File: src/rtl/serial_tx_pkg.sv
// Shared types and constants for the serial transmitter.
// SERIAL_TX_PARITY_EN adds an even-parity bit between the data bits and the stop bit.
package serial_tx_pkg;

    localparam int DATA_BITS = 8;

`ifdef SERIAL_TX_PARITY_EN
    localparam int FRAME_BITS = DATA_BITS + 3;
`else
    localparam int FRAME_BITS = DATA_BITS + 2;
`endif

    typedef enum logic [2:0] {
        ST_IDLE   = 3'd0,
        ST_START  = 3'd1,
        ST_DATA   = 3'd2,
`ifdef SERIAL_TX_PARITY_EN
        ST_PARITY = 3'd4,
`endif
        ST_STOP   = 3'd3
    } state_e;

    // Clock cycles from the start bit to the end of the stop bit.
    function automatic int frame_cycles(input int clks_per_bit);
        return FRAME_BITS * clks_per_bit;
    endfunction

endpackage

File: src/rtl/sync_2ff.sv
// Single-bit two-flop synchronizer, asynchronously reset to 0.
module sync_2ff (
    input  logic clk,
    input  logic rst_n,
    input  logic d_i,
    output logic q_o
);

    logic meta_q;
    logic sync_q;

    // NOTE: clocked state uses non-blocking assignments so both flops sample
    // the pre-edge values; blocking here would collapse the chain to one flop.
    always_ff @(posedge clk or negedge rst_n) begin
        if (!rst_n) begin
            meta_q <= 1'b0;
            sync_q <= 1'b0;
        end else begin
            meta_q <= d_i;
            sync_q <= meta_q;
        end
    end

    assign q_o = sync_q;

endmodule

File: src/rtl/tt_um_serial_tx.sv
// 8N1 serial transmitter started by a rising edge on uio_in[0].
// Define SERIAL_TX_PARITY_EN for an even-parity bit (8E1 framing).
module tt_um_serial_tx
    import serial_tx_pkg::*;
#(
    parameter int CLKS_PER_BIT = 16
) (
    input  logic       clk,
    input  logic       rst_n,
    input  logic       ena,
    input  logic [7:0] ui_in,
    input  logic [7:0] uio_in,
    output logic [7:0] uo_out,
    output logic [7:0] uio_out,
    output logic [7:0] uio_oe
);

    localparam int                BAUD_W   = $clog2(CLKS_PER_BIT);
    localparam logic [BAUD_W-1:0] BAUD_MAX = BAUD_W'(CLKS_PER_BIT - 1);
    localparam int                BIT_W    = $clog2(DATA_BITS);
    localparam logic [BIT_W-1:0]  BIT_LAST = BIT_W'(DATA_BITS - 1);

    logic unused_inputs;
    assign unused_inputs = ^{ena, uio_in[7:1]};

    logic req_sync;
    logic req_prev_q;
    logic req_rise;

    sync_2ff u_req_sync (
        .clk   (clk),
        .rst_n (rst_n),
        .d_i   (uio_in[0]),
        .q_o   (req_sync)
    );

    assign req_rise = req_sync & ~req_prev_q;

    state_e               state_q, state_d;
    logic [BAUD_W-1:0]    baud_q,  baud_d;
    logic [BIT_W-1:0]     bit_q,   bit_d;
    logic [DATA_BITS-1:0] shift_q, shift_d;
    logic                 txd_q,   txd_d;
    logic                 busy_q,  busy_d;
    logic                 done_q,  done_d;
    logic                 bit_end;
`ifdef SERIAL_TX_PARITY_EN
    logic                 parity_q, parity_d;
`endif

    always_ff @(posedge clk or negedge rst_n) begin
        if (!rst_n) begin
            state_q    <= ST_IDLE;
            baud_q     <= '0;
            bit_q      <= '0;
            shift_q    <= '0;
            req_prev_q <= 1'b0;
            txd_q      <= 1'b1;
            busy_q     <= 1'b0;
            done_q     <= 1'b0;
`ifdef SERIAL_TX_PARITY_EN
            parity_q   <= 1'b0;
`endif
        end else begin
            state_q    <= state_d;
            baud_q     <= baud_d;
            bit_q      <= bit_d;
            shift_q    <= shift_d;
            req_prev_q <= req_sync;
            txd_q      <= txd_d;
            busy_q     <= busy_d;
            done_q     <= done_d;
`ifdef SERIAL_TX_PARITY_EN
            parity_q   <= parity_d;
`endif
        end
    end

    // NOTE: every signal assigned below gets a default first, so no path
    // through the case statement can leave one unassigned and infer a latch.
    always_comb begin
        state_d = state_q;
        baud_d  = baud_q;
        bit_d   = bit_q;
        shift_d = shift_q;
`ifdef SERIAL_TX_PARITY_EN
        parity_d = parity_q;
`endif
        bit_end = (baud_q == BAUD_MAX);

        if (state_q != ST_IDLE) begin
            baud_d = bit_end ? '0 : baud_q + 1'b1;
        end

        // Edges outside IDLE are dropped, never queued.
        case (state_q)
            ST_IDLE: begin
                baud_d = '0;
                bit_d  = '0;
                if (req_rise) begin
                    shift_d = ui_in;
`ifdef SERIAL_TX_PARITY_EN
                    parity_d = ^ui_in;
`endif
                    state_d = ST_START;
                end
            end
            ST_START: begin
                if (bit_end) state_d = ST_DATA;
            end
            ST_DATA: begin
                if (bit_end) begin
                    shift_d = {1'b0, shift_q[DATA_BITS-1:1]};
                    bit_d   = bit_q + 1'b1;
                    if (bit_q == BIT_LAST) begin
`ifdef SERIAL_TX_PARITY_EN
                        state_d = ST_PARITY;
`else
                        state_d = ST_STOP;
`endif
                    end
                end
            end
`ifdef SERIAL_TX_PARITY_EN
            ST_PARITY: begin
                if (bit_end) state_d = ST_STOP;
            end
`endif
            ST_STOP: begin
                if (bit_end) state_d = ST_IDLE;
            end
            default: state_d = ST_IDLE;
        endcase

        // Outputs are registered from next-state values so they line up with state_q.
        case (state_d)
            ST_START:  txd_d = 1'b0;
            ST_DATA:   txd_d = shift_d[0];
`ifdef SERIAL_TX_PARITY_EN
            ST_PARITY: txd_d = parity_d;
`endif
            default:   txd_d = 1'b1;
        endcase
        busy_d = (state_d != ST_IDLE);
        done_d = (state_d == ST_STOP) && (baud_d == BAUD_MAX);
    end

    assign uo_out  = {5'b0, done_q, busy_q, txd_q};
    assign uio_out = 8'h00;
    assign uio_oe  = 8'h00;

endmodule
File: config.mk
export PLATFORM = sky130hd
export DESIGN_NAME = tt_um_serial_tx
export DESIGN_NICKNAME = d
export VERILOG_FILES = /design/src/rtl/serial_tx_pkg.sv /design/src/rtl/sync_2ff.sv /design/src/rtl/tt_um_serial_tx.sv
export SDC_FILE = /design/constraint.sdc
export NUM_CORES = 1
export LEC_CHECK = 0
export CORE_MARGIN = 8
export CORE_UTILIZATION = 45
export CTS_CLUSTER_SIZE = 30
export DETAILED_ROUTE_END_ITERATION = 10
export PLACE_DENSITY = 0.89
export RECOVER_POWER = 25
export SETUP_SLACK_MARGIN = 0.2
export SYNTH_ARGS = -nofsm -noshare
export SYNTH_HDL_FRONTEND = slang
export SYNTH_SLANG_ARGS = --single-unit
File: constraint.sdc
create_clock -name clk -period 4.6 [get_ports clk]
set_input_delay 0.69 -clock clk [delete_from_list [all_inputs] [get_ports clk]]
set_output_delay 0.69 -clock clk [all_outputs]
set_load 0.03 [all_outputs]
== Word-level counts from Yosys, hierarchy flattened ==
Index checks and enable logic that the tools add are counted.
Storage, ports and cells
  register bits: 24
  output and inout bits: 24
Cells by class
  bitwise gates (word level): 2
  multiplexer cells: 15
  equal/unequal tests: 11
  reductions and logical operators: 7
  add/subtract/negate cells: 2
Operators with widths (number)
  3-bit two-way mux: 6
  8-bit two-way mux: 2
  8-bit case mux with 2 select lines: 1
  3-bit by 2-bit equality test with 1-bit output, second input constant: 4
  4-bit two-way mux: 3
  3-bit case mux with 4 select lines: 1
  4-bit equality test, second input constant: 2
  3-bit by 1-bit equality test with 1-bit output, second input constant: 2
  3-bit case mux with 2 select lines: 1
  3-bit nonzero test: 2
  4-bit by 1-bit adder with 4-bit output, second input constant: 1
  2-bit inequality test, second input constant: 2
  3-bit by 1-bit adder with 3-bit output, second input constant: 1
  3-bit equality test, second input constant: 1
  3-bit zero test: 1
  3-bit AND reduction: 1
  1-bit case mux with 2 select lines: 1
  2-bit AND reduction: 1
  2-bit nonzero test: 1
  1-bit AND: 1
  1-bit logical AND: 1
  1-bit inverter: 1

== Logic depth before layout (Yosys ltp) ==
Gate-level depths: netlist (run 1).
  depth after elaboration: 6
  gate-level depth with buffers: 6

== By module ==
Synthesis (run 1) repeated with hierarchy kept, for this count alone.
Unflattened totals
  cell total of the unflattened synthesis: 109
  area total of the unflattened synthesis: 1232.4 um^2
By module, submodules not included
  tt_um_serial_tx: area each 1182.4 um^2, times used 1, seq. area each 551.8 um^2, cells an instance 107
  sync_2ff: area each 50.0 um^2, times used 1, seq. area each 50.0 um^2, cells an instance 2

== Worst setup path before layout (run 1) ==
No wires, ideal clock.
  path type: reg2reg
  from: register baud_q[0]
  to: register done_q
  buffers on the path: 0
  setup slack: 3.006 ns
  required time: 4.479 ns
  library setup time: 0.121 ns
  data arrival time: 1.473 ns
  stages on the path, launching flop included: 6
  clock period less this slack: 1.594 ns
  cell sequence: dfrtp_1 > ha_1 > and3_1 > and3_1 > nor3_2 > and4b_1
Between the ends
  longest elaborated chain between the ends: 6
RTL lines
  start, declared: line tt_um_serial_tx.sv:40  | logic [BAUD_W-1:0] baud_q, baud_d;
  start signal, assigned: line tt_um_serial_tx.sv:66  | baud_q <= baud_d;
  4-bit by 1-bit adder with 4-bit output or 4-bit equality test (tied branches): line tt_um_serial_tx.sv:92, tt_um_serial_tx.sv:89
  4-bit two-way mux: line tt_um_serial_tx.sv:92  | baud_d = bit_end ? '0 : baud_q + 1'b1;
  4-bit two-way mux: line tt_um_serial_tx.sv:91  | if (state_q != ST_IDLE) begin
  4-bit two-way mux: line tt_um_serial_tx.sv:96  | case (state_q)
  4-bit equality test: line tt_um_serial_tx.sv:145  | done_d = (state_d == ST_STOP) && (baud_d == BAUD_MAX);
  1-bit logical AND *: line tt_um_serial_tx.sv:145
  net done_d: line tt_um_serial_tx.sv:45  | logic done_q, done_d;
  end signal, assigned: line tt_um_serial_tx.sv:72  | done_q <= done_d;
  end, declared: line tt_um_serial_tx.sv:45
Mark *: on every way through the listed nets, which the timed path passes. The rest lies on a longest branch.
A chain may end at the register's enable or synchronous reset.

== Final worst setup path (run 1) ==
  from: register txd_q
  to: output uo_out[0]
RTL lines
  start, declared: line tt_um_serial_tx.sv:43  | logic txd_q, txd_d;
  start signal, assigned: line tt_um_serial_tx.sv:70  | txd_q <= txd_d;
  end, declared: line tt_um_serial_tx.sv:13  | output logic [7:0] uo_out,
No word-level cell between the ends.

==> reports/metrics.csv, run 1 <==
metric,value,unit
status,"finished, final reports clean",
crit-path cells,clkdlybuf4s50_1,
post-route insts no fill,159,
Max VDD drop,306,uV
TritonCTS Buffers,3,
I/O Buffers,13,
P_sw,0.130,mW
sw frac,29.4,%
number of synthesized flops with an enable pin,0,
Mapped Cells,116,
post-route setup TNS,0,ns
routability cong.,0.800,
PnR Total Power,0.443,mW
vias in the first global route,837,
P_int,0.313,mW
multi-input logic area,484,um2
post-CTS sizing,0,
CTS Hold Buffers Added,0,
fmax,457,MHz
endpoint class of the critical path,primary output,
num ports,43,
Slew headroom,31.6,%
Filler Cell Count,255,
max_cap viols,0,
first-pass GRT wire length,3.46,mm
postcts setup bufs,0,
share of cells above drive strength 1,7.03,%
Fin. Hold Viols,0,
Setup crit start kind,register,
post-synth top area share,46.6,%
die area,4680,um2
"Async S/R FF share, synth",100,%
CP peak stage delay,0.66,ns
storage element area,602,um2
post-synth top area cell,dfrtp_1,
vias per cell,4.91,
Starting Density,46.0,%
Total Nets Final,151,
"Clk Latency, worst-skew pair",0.30,ns
setup repair after global routing missed its margin,no,
placed insts,155,
clock slew at the register clock pins of the worst setup and hold paths,0.12,ns
"flops & latches, synth",24,
Area contributors post-synth,"dfrtp_1, buf_4, nand2_1",
kind of critical path,register to primary output,
initial antenna violation count,0,
"critical path fanouts, max",1,
Crit-path slowest cell,clkdlybuf4s50_1,
DRT iter0 DRCs,21,
Synth Area per Inst,10.6,um2
Setup Skew,0.00157,ns
gr usage total,9.20,%
routed vias,780,
site row count,19,
"Design Area, Final",1310,um2
post-DP HPWL,1.67,mm
Clock Power Share,24.3,%
CTS root buffer,clkbuf_4,
residual DRC count,0,
clk buf depth,2,
Synth warnings,0,
Final setup viols,0,
Total Routed Length,2.04,mm
most frequent cell after synthesis,buf_4,
"Seq/Total Area, Yosys",48.7,%
top_reg_cell synth,dfrtp_1,
chip height,68.4,um
Tmin final,2.19,ns
GRT overflow,0,
fin crit share,47.5,%
post-synth cell types,33,
ANT cells,0,
max-slew violation count,0,
worst min path class,register to register,
Area Overhead vs Synth,5.77,%
"Arr. time, crit path",1.50,ns
commonest cells in the synthesized netlist,"buf_4, dfrtp_1, nand2_1",
"CP delay by family, top",buffers and inverters,
critical path required time,3.91,ns
Syn Std Cell Area,1230,um2
worst-margin pin slew,1.02,ns
PwrDens,339,nW/um2
WL per Instance,12.8,um
cell area after placement,1280,um2
H-tree Lvls,1,
CTS tree,built,
register share of total power,57.2,%
post-route ant nets,0,
leakage power,0.660,nW
Logic pwr share,18.5,%
WP buf/inv,1,
largest net degree at the start of global routing,25,
clk sinks,24,
DRT Pass-1 Iters,3,
core area,2690,um2
Die X,68.4,um
## final cells by class
| cell class | count | area share, % |
|---|---|---|
| flip-flops and latches | 24 | 46.1 |
| multi-input cells | 83 | 37.1 |
| repair buffers | 13 | 9.96 |
| well taps | 31 | 2.97 |
| clock buffers | 4 | 2.78 |
| inverters | 4 | 1.15 |
## cells in the final DEF, fill, tap and decap left out, drive strengths merged
master and count:
a221oi 1, and3 3, nor3b 3, mux2i 2
and4b 1, clkbuf 4, a22o 1, a22oi 7
nor2 2, xnor2 1, dlygate4sd3 2, ha 3
or3 1, nand4 1, clkdlybuf4s50 11, nor3 3
conb 22, nand2 18, a21boi 1, dfstp 1
a21oi 2, and2 3, nand4b 1, nor2b 2
inv 4, o31ai 1, o21ai 3, dfrtp 23
nor4 1
## worst paths after layout
path / startpoint / depth (start not counted) / endpoint / slack [ns]
hold reg to reg: u_req_sync.meta_q / 0 / u_req_sync.q_o / 0.37
max in group asynchronous: rst_n / 1 / shift_q[5] / 2.99
min in group asynchronous: rst_n / 1 / shift_q[3] / 0.99
hold / removal: u_req_sync.meta_q / 0 / u_req_sync.q_o / 0.37
setup reg to reg: baud_q[0] / 5 / txd_q / 2.72
setup / recovery: txd_q / 1 / uo_out[0] / 2.41
## stage by stage
step,hold slack [ns],util (%),setup slack (ns)
after CTS,0.370,49.0,2.40
after floorplan,0.331,-,3.01
after detailed placement,0.340,47.6,2.60
after global routing,0.372,48.6,2.37
final,0.367,48.6,2.41
after global placement,0.337,47.6,2.69
## power groups by stage
stage / combinational (mW) / clock (mW) / sequential, mW
2_1_floorplan: 0.0770 / 0 / 0.253
3_3_place_gp: 0.0793 / 0 / 0.256
3_5_place_dp: 0.0829 / 0 / 0.258
4_1_cts: 0.0834 / 0.110 / 0.254
5_1_grt: 0.0908 / 0.116 / 0.257
6_report: 0.0821 / 0.108 / 0.253
## registers in the layout, summed over array words and instances (netlist names)
register	flops
u_req_sync.q_o	1
txd_q	1
bit_q	3
shift_q	8
busy_q	1
done_q	1
req_prev_q	1
state_q	3
u_req_sync.meta_q	1
baud_q	4
## per-layer routing
layer  vias up  global-route usage [%]  wire length, um
met4         0                    1.53                0
met2        26                    17.7             1080
met5         -                       0                0
met1       380                    9.83              778
met3         0                    2.45              184
li1        374                       -                -
## kinds of logic (layout without fill, tap and decap cells)
logic type | after synthesis | after routing | synth area share, %
AO/OA/AOI/OAI | 16 | 16 | 9.83
XOR/XNOR | 1 | 1 | 0.709
adder cells (fa/ha/maj) | 3 | 3 | 3.04
buffers and inverters | 30 | 21 | 17.6
flip-flops | 24 | 24 | 48.7
multiplexers | 2 | 2 | 1.62
other | 1 | 22 | 0.304
AND/OR/NAND/NOR | 39 | 39 | 18.1
Power figures use the tool's default switching activity.
==> run 2, diff against run 1 <==
--- a/config.mk
+++ b/config.mk
@@ -6,10 +6,10 @@
 export NUM_CORES = 1
 export LEC_CHECK = 0
 export CORE_MARGIN = 8
-export CORE_UTILIZATION = 45
+export CORE_UTILIZATION = 44
 export CTS_CLUSTER_SIZE = 30
 export DETAILED_ROUTE_END_ITERATION = 10
-export PLACE_DENSITY = 0.89
+export PLACE_DENSITY = 0.87
 export RECOVER_POWER = 25
 export SETUP_SLACK_MARGIN = 0.2
 export SYNTH_ARGS = -nofsm -noshare
==> constraint.sdc (replaced) <==
create_clock -name clk -period 2.1 [get_ports clk]
set_input_delay 0.315 -clock clk [delete_from_list [all_inputs] [get_ports clk]]
set_output_delay 0.315 -clock clk [all_outputs]
set_load 0.03 [all_outputs]
==> run 2 against run 1 <==
Hold slack better by 0.0013 ns. Global-route usage up 0.22 points. Core utilization up 0.31 points. Design area up 1.5%. Cell count up 0.63%. Die area up 1.7%. Sequential power up 120%. First-iteration DRC count down 43%. Via count down 0.77%. Clock skew up 0.0044 ns. Critical path type unchanged. Critical endpoint unchanged. Highest routed layer unchanged.
==> reports/metrics.csv, run 2 (same netlist as run 1, synthesis figures left out) <==
metric,value,unit
status,"finished, final reports clean",
WP buf/inv,1,
max-slew violation count,0,
Area Overhead vs Synth,7.40,%
Starting Density,45.6,%
hold_ws,0.369,ns
endpoint class of the critical path,primary output,
max FFs per register,8,
Filler Cell Count,262,
CP peak stage delay,0.66,ns
vias per cell,4.84,
WHS Path Cells,0,
CTS tree,built,
post-route worst setup slack,0.286,ns
CTS root buffer,clkbuf_4,
Setup Skew,0.00595,ns
core area,2710,um2
"Clk Latency, worst-skew pair",0.30,ns
"CP delay by family, top",buffers and inverters,
ANT cells,0,
biggest regs,"shift_q: 8 flops, baud_q: 4 flops",
routed vias,774,
Tmin final,1.81,ns
leakage power,0.665,nW
post-route insts no fill,160,
crit-path cells,clkdlybuf4s50_1,
num ports,43,
clk buf depth,2,
worst-margin pin slew,1.25,ns
storage element area,602,um2
"leading cell type in the layout, fill and taps excluded",dfrtp_1,
post-DP HPWL,1.68,mm
share of cells above drive strength 1,10.1,%
site row count,19,
vias in the first global route,817,
H-tree Lvls,1,
Top reg by flops,shift_q,
fmax,551,MHz
die area,4760,um2
multi-input logic area,500,um2
Total Routed Length,2.15,mm
initial antenna violation count,0,
DRT iter0 DRCs,12,
Total Nets Final,152,
clock slew at the register clock pins of the worst setup and hold paths,0.13,ns
kind of critical path,register to primary output,
PwrDens,735,nW/um2
DRT Pass-1 Iters,3,
"Arr. time, crit path",1.50,ns
Reg2Reg Setup Slack,0.31,ns
Worst Hold Endpoint,u_req_sync.q_o,
largest net degree at the start of global routing,25,
Max VDD drop,387,uV
I/O Buffers,13,
Worst R2R Path Depth,5,
most frequent cells in the layout,"dfrtp_1, conb_1, nand2_1",
setup repair after global routing missed its margin,no,
critical path required time,1.78,ns
Setup crit start kind,register,
clk sinks,24,
Crit-path slowest cell,clkdlybuf4s50_1,
worst min path class,register to register,
placed insts,156,
TritonCTS Buffers,3,
Final setup viols,0,
Die X,69.0,um
post-route ant nets,0,
first-pass GRT wire length,3.45,mm
HP Start,u_req_sync.meta_q,
post-route setup TNS,0,ns
"critical path fanouts, max",1,
Slew headroom,16.3,%
Placement Setup Slack,0.300,ns
routability cong.,0.834,
GRT overflow,0,
worst r2r dst,shift_q[0],
reg2reg start,baud_q[0],
WL per Instance,13.4,um
fin crit share,86.4,%
gr usage total,9.41,%
chip height,69.0,um
residual DRC count,0,
Fin. Hold Viols,0,
max_cap viols,0,
==> run 2: worst max-delay path by stage <==
stage                      end  slack (ns)  startpoint  cells past startpoint
detailed placement  shift_q[0]        0.30   baud_q[0]                      5
global placement         txd_q        0.35   baud_q[0]                      5
CTS                  uo_out[0]        0.26       txd_q                      1
floorplan               done_q        0.51   baud_q[0]                      5
global route             txd_q        0.20   baud_q[0]                      5
finish               uo_out[0]        0.29       txd_q                      1
==> run 2: power breakdown <==
group	switching (mW)	internal (mW)	total, mW	leakage [nW]
registers	0.0408	0.516	0.556	0.304
logic	0.117	0.0664	0.183	0.340
clock network	0.129	0.106	0.234	0.0210
total	0.286	0.688	0.974	0.665
==> run 2: routing by layer <==
layer	routed length, um	part of all wire (%)	up-vias	track usage [%]
met2	1090	51	25	16.2
met5	0	0	-	0
met3	159	7.4	0	2.58
met4	0	0	0	3.76
met1	900	42	374	10.8
li1	-	-	375	-
==> run 2: per-stage QoR <==
stage | utilization, % | area [um2] | power (mW)
CTS | 48.8 | 1320 | 0.990
detailed placement | 47.5 | 1290 | 0.749
finish | 48.9 | 1330 | 0.974
global route | 48.9 | 1330 | 1.03
floorplan | - | 1310 | 0.723
global placement | 47.5 | 1290 | 0.734
==> run 2: timing repair <==
action / 4_1_cts / 5_1_grt
resized for setup: 0 / 2
setup endpoints to repair: 0 / 3
setup buffers: 0 / 0
hold buffers: 0 / 0
==> run 2: layout make-up <==
cell class	instances	share of cell area [%]
inverter	4	1.13
clock buffer	4	2.74
tap	31	2.92
timing repair buffer	14	10.1
sequential	24	45.4
multi-input combinational	83	37.7
